==> src/rtl/ffd_univ_reg.sv <==
// ffd_univ_reg: WIDTH-bit universal register (hold/load/shl/shr) with sync reset, set, enable and serial chaining.
// Define ROTATE_EN to add the ROT input, which turns shifts into rotates.
module ffd_univ_reg #(
    parameter int              WIDTH     = 4,
    parameter logic [WIDTH-1:0] RESET_VAL = '0
) (
    input  logic             C,
    input  logic             R,
    input  logic             S,
    input  logic             EN,
    input  logic [1:0]       M,
    input  logic [WIDTH-1:0] A,
    input  logic             SIL,
    input  logic             SIR,
`ifdef ROTATE_EN
    input  logic             ROT,
`endif
    output logic [WIDTH-1:0] Y,
    output logic             SO
);
    logic [WIDTH-1:0] y_q, y_d;
    logic             so_q, so_d;
    logic             rot;
    logic             shl_in, shr_in;
`ifdef ROTATE_EN
    assign rot = ROT;
`else
    assign rot = 1'b0;
`endif
    // A rotate feeds the bit leaving one end back into the other end.
    assign shl_in = rot ? y_q[WIDTH-1] : SIL;
    assign shr_in = rot ? y_q[0] : SIR;
    always_comb begin
        y_d  = S ? '1 :
               !EN ? y_q :
               M == 2'b01 ? A :
               M == 2'b10 ? {y_q[WIDTH-2:0], shl_in} :
               M == 2'b11 ? {shr_in, y_q[WIDTH-1:1]} : y_q;
        so_d = (S || !EN) ? so_q :
               M == 2'b10 ? y_q[WIDTH-1] :
               M == 2'b11 ? y_q[0] : so_q;
    end
    always_ff @(posedge C) begin
        if (R) begin
            y_q  <= RESET_VAL;
            so_q <= 1'b0;
        end else begin
            y_q  <= y_d;
            so_q <= so_d;
        end
    end
    assign Y  = y_q;
    assign SO = so_q;
endmodule

==> config.mk <==
export PLATFORM = sky130hd
export DESIGN_NAME = ffd_univ_reg
export DESIGN_NICKNAME = d
export VERILOG_FILES = /design/src/rtl/ffd_univ_reg.sv
export SDC_FILE = /design/constraint.sdc
export NUM_CORES = 1
export LEC_CHECK = 0
export CORE_AREA = 2 2 39 41
export CTS_CLUSTER_SIZE = 30
export DETAILED_ROUTE_END_ITERATION = 16
export DIE_AREA = 0 0 41 43
export PLACE_DENSITY_LB_ADDON = 0.3
export SLEW_MARGIN = 0
export SYNTH_ARGS = -nofsm -noshare
export SYNTH_HDL_FRONTEND = slang
export SYNTH_SLANG_ARGS = --single-unit
==> constraint.sdc <==
create_clock -name C -period 1.43 [get_ports C]
set_clock_uncertainty 0.05 [all_clocks]
set_input_delay 0.286 -clock C [delete_from_list [all_inputs] [get_ports C]]
set_output_delay 0.286 -clock C [all_outputs]
set_load 0.02 [all_outputs]
==> results.sh, run 1 <==
export IMPL_grt_first_pass_wirelength_mm=1.39
export IMPL_drtPass1Iterations=4
export IMPL_avgViaCountPerCell=4.75
export IMPL_clock_sink_count=5
export IMPL_placedInstanceArea_um2=518
export IMPL_detail_route_antenna_nets=0
export IMPL_route_vias_total=342
export IMPL_fillers=158
export IMPL_synth_yosys_warnings=0
export IMPL_pwr_share_clk_pct=36.4
export IMPL_setup_violations=0
export IMPL_syn_mean_instance_area_um2=9.69
export IMPL_die_area_um2=1760
export IMPL_final_hold_viol_count=0
export IMPL_synth_main_ff_cell="dfxtp_1"
export IMPL_power_switching_mw=0.134
export IMPL_syn2layout_area_growth_pct=78.3
export IMPL_worst_setup_path_end_kind="flop"
export IMPL_netlist_instances=31
export IMPL_worst_hold_slack_ns=0.480
export IMPL_critical_path_startpoint_type="primary input"
export IMPL_synth_top_cell_by_area="dfxtp_1"
export IMPL_net_switching_share_of_the_total_power_pct=28.5
export IMPL_floorplan_core_area_um2=1380
export IMPL_period_share_pct=88.6
export IMPL_synth_adder_area_share_pct=0
export IMPL_total_routing_usage_gr_pct=12.3
export IMPL_grt_pass1_vias=341
export IMPL_async_reset_ff_share_pct=0
export IMPL_status="finished clean"
export IMPL_ys_seq_area_share_pct=33.3
export IMPL_layout_drive_gt1_share_pct=23.2
export IMPL_effective_utilization_at_floorplan_pct=21.7
export IMPL_drt_wirelength_per_cell_um=12.5
export IMPL_drt_drc_violations_left=0
export IMPL_power_density_nw_per_um2=877
export IMPL_cts_max_path_buffers=2
export IMPL_floorplan_rows=14
export IMPL_post_synth_xor_area_fraction_pct=2.92
export IMPL_clock_root_buffer="clkbuf_4"
export IMPL_cp_required_ns=1.50
export IMPL_pwr_share_seq_pct=33.5
export IMPL_postSynthRegisterBits=5
export IMPL_clock_pin_slew_of_the_registers_on_the_worst_case_setup_and_hold_paths_ns=0.05
export IMPL_worst_path_max_fanout=4
export IMPL_path_class="primary input to flop"
export IMPL_worst_skew_pair_late_latency_ns=0.25
export IMPL_nNetsFinal=69
export IMPL_routability_congestion_estimate=0.735
export IMPL_post_synth_mux_area_share_pct=13.8
export IMPL_htreeDepth=1
export IMPL_timing_worst_slew_pin_value_ns=0.313
export IMPL_hpwlAfterDp_um=723
export IMPL_timing_slew_headroom_pct=79.1
export IMPL_p_int_mw=0.336
export IMPL_synth_top_area_share_pct=33.3
export IMPL_total_gr_overflow=0
export IMPL_grt_start_max_net_pins=10
export IMPL_floorplan_die_width_um=41
export IMPL_period_needed_ns=1.27
export IMPL_floorplan_die_height_um=43
export IMPL_max_ir_drop_vdd_mv=0.320
export IMPL_final_antenna_diode_count=0
export IMPL_cts_tree="yes"
export IMPL_synth_area_top_cells="dfxtp_1 (33%), a211oi_1 (13%), mux2i_1 (10%)"
export IMPL_comb_power_share_pct=30.1
export IMPL_drt_iter0_drc=4
export IMPL_top_level_ports=17
export IMPL_netlist_area_um2=300
export IMPL_power_static_leakage_nw=0.229
export IMPL_max_clock_freq_ghz=0.789
export IMPL_number_of_maximum_capacitance_violations=0
export IMPL_cp_arrival_ns=1.33
export IMPL_port_buffers=16
export IMPL_simple_gate_area_share_of_the_yosys_netlist_pct=23.8
export IMPL_layout_cell_area_non_filler_um2=536
export IMPL_combinational_family_with_the_most_area_after_synthesis="compound AO/OA/AOI/OAI gates"
export IMPL_synth_cell_type_count=14
export IMPL_synth_compound_gate_area_share_pct=23.8
export IMPL_hold_path_class="flop to flop"
export IMPL_post_synth_net_total=43
export IMPL_route_final_wire_length_um=901
export IMPL_clock_buffer_count_from_cts=3
export IMPL_grt_setup_unrepaired="false"
export IMPL_synth_edf_count=0
export IMPL_antenna_found_initial=0
export IMPL_yosys_top_cells_count="a211oi_1 (5), dfxtp_1 (5), nor3_1 (4)"
export IMPL_finalMaxSlewViolations=0
worst max-delay path, cell delays in order:
cell             delay, ns
clkdlybuf4s50_1       0.48
o21a_1                0.14
nor2b_1               0.30
a211oi_1              0.13
placed cells by master (no fill, tap or decap):
master	count
nor2_1	1
mux2i_1	3
and3b_1	1
nand2b_1	1
dfxtp_1	5
clkbuf_4	3
mux2_2	1
o221ai_1	3
or3b_2	3
clkbuf_1	1
nor3_1	4
a211oi_1	5
clkdlybuf4s50_1	9
nor2b_1	1
xor2_1	1
dlygate4sd2_1	7
buf_4	6
o21a_1	1
stage by stage:
stage	std cells	utilization, %	total power [mW]	TNS (ns)	setup slack (ns)
finish	72	38.7	0.470	0	0.163
global route	72	38.7	0.501	0	0.0930
CTS	72	38.7	0.478	0	0.148
detailed placement	68	37.4	0.312	-1.51	-0.338
global placement	68	37.4	0.313	-1.51	-0.402
floorplan	31	-	0.226	0	0.213
path summary, 6_finish.rpt:
kind / startpoint / end / slack (ns) / depth (start not counted)
worst max-delay path: EN / Y[0]$_SDFFE_PP0P_ / 0.16 / 4
worst max register to register: Y[2]$_SDFFE_PP0P_ / Y[3]$_SDFFE_PP0P_ / 0.28 / 4
worst min register to register: SO$_SDFFE_PP0P_ / SO$_SDFFE_PP0P_ / 0.48 / 2
worst min-delay path: SO$_SDFFE_PP0P_ / SO$_SDFFE_PP0P_ / 0.48 / 2
registers in the layout, indices dropped and copies added (netlist names):
name	cells
SO	1
Y	4
cells by family after synthesis:
family,count (synthesis)
AND/OR/NAND/NOR,11
AO/OA/AOI/OAI,9
flip-flops,5
multiplexers,4
XOR/XNOR,1
buffers and inverters,1
power groups by stage:
| stage | Clock [mW] | Sequential [mW] | Combinational [mW] |
|---|---|---|---|
| after CTS | 0.178 | 0.158 | 0.142 |
| after global routing | 0.190 | 0.159 | 0.152 |
| final | 0.171 | 0.158 | 0.141 |
| after global placement | 0 | 0.161 | 0.153 |
| after floorplan | 0 | 0.178 | 0.0473 |
| after detailed placement | 0 | 0.161 | 0.151 |
area by class of cell:
type	count	area (µm²)	area share [%]
repair buffers	22	196	36.7
multi-input cells	25	193	36.0
flip-flops and latches	5	100	18.7
clock buffers	4	26.3	4.91
well taps	16	20.0	3.74
routing by layer:
| layer | vias to the layer above | routed length, µm | GRT usage, % |
|---|---|---|---|
| li1 | 175 | - | - |
| met1 | 155 | 378 | 12.5 |
| met2 | 12 | 447 | 18.8 |
| met3 | 0 | 75 | 7.85 |
| met4 | 0 | 0 | 6.00 |
| met5 | - | 0 | 0 |
what timing repair did:
| item | CTS | global route |
|---|---|---|
| setup buffers | 0 | 0 |
| hold buffers | 0 | 0 |
| resized for setup | 7 | 0 |
| setup endpoints to repair | 10 | 0 |
No activity file was read; power rests on OpenSTA's default activity.
==> run 2: changes to the inputs <==
--- a/config.mk
+++ b/config.mk
@@ -5,6 +5,7 @@
 export SDC_FILE = /design/constraint.sdc
 export NUM_CORES = 1
 export LEC_CHECK = 0
+export CAP_MARGIN = 10
 export CORE_AREA = 2 2 39 41
 export CTS_CLUSTER_SIZE = 30
 export DETAILED_ROUTE_END_ITERATION = 16
==> results of run 2 <==
No change in the layout: final DEF, timing and power equal those of run 1.
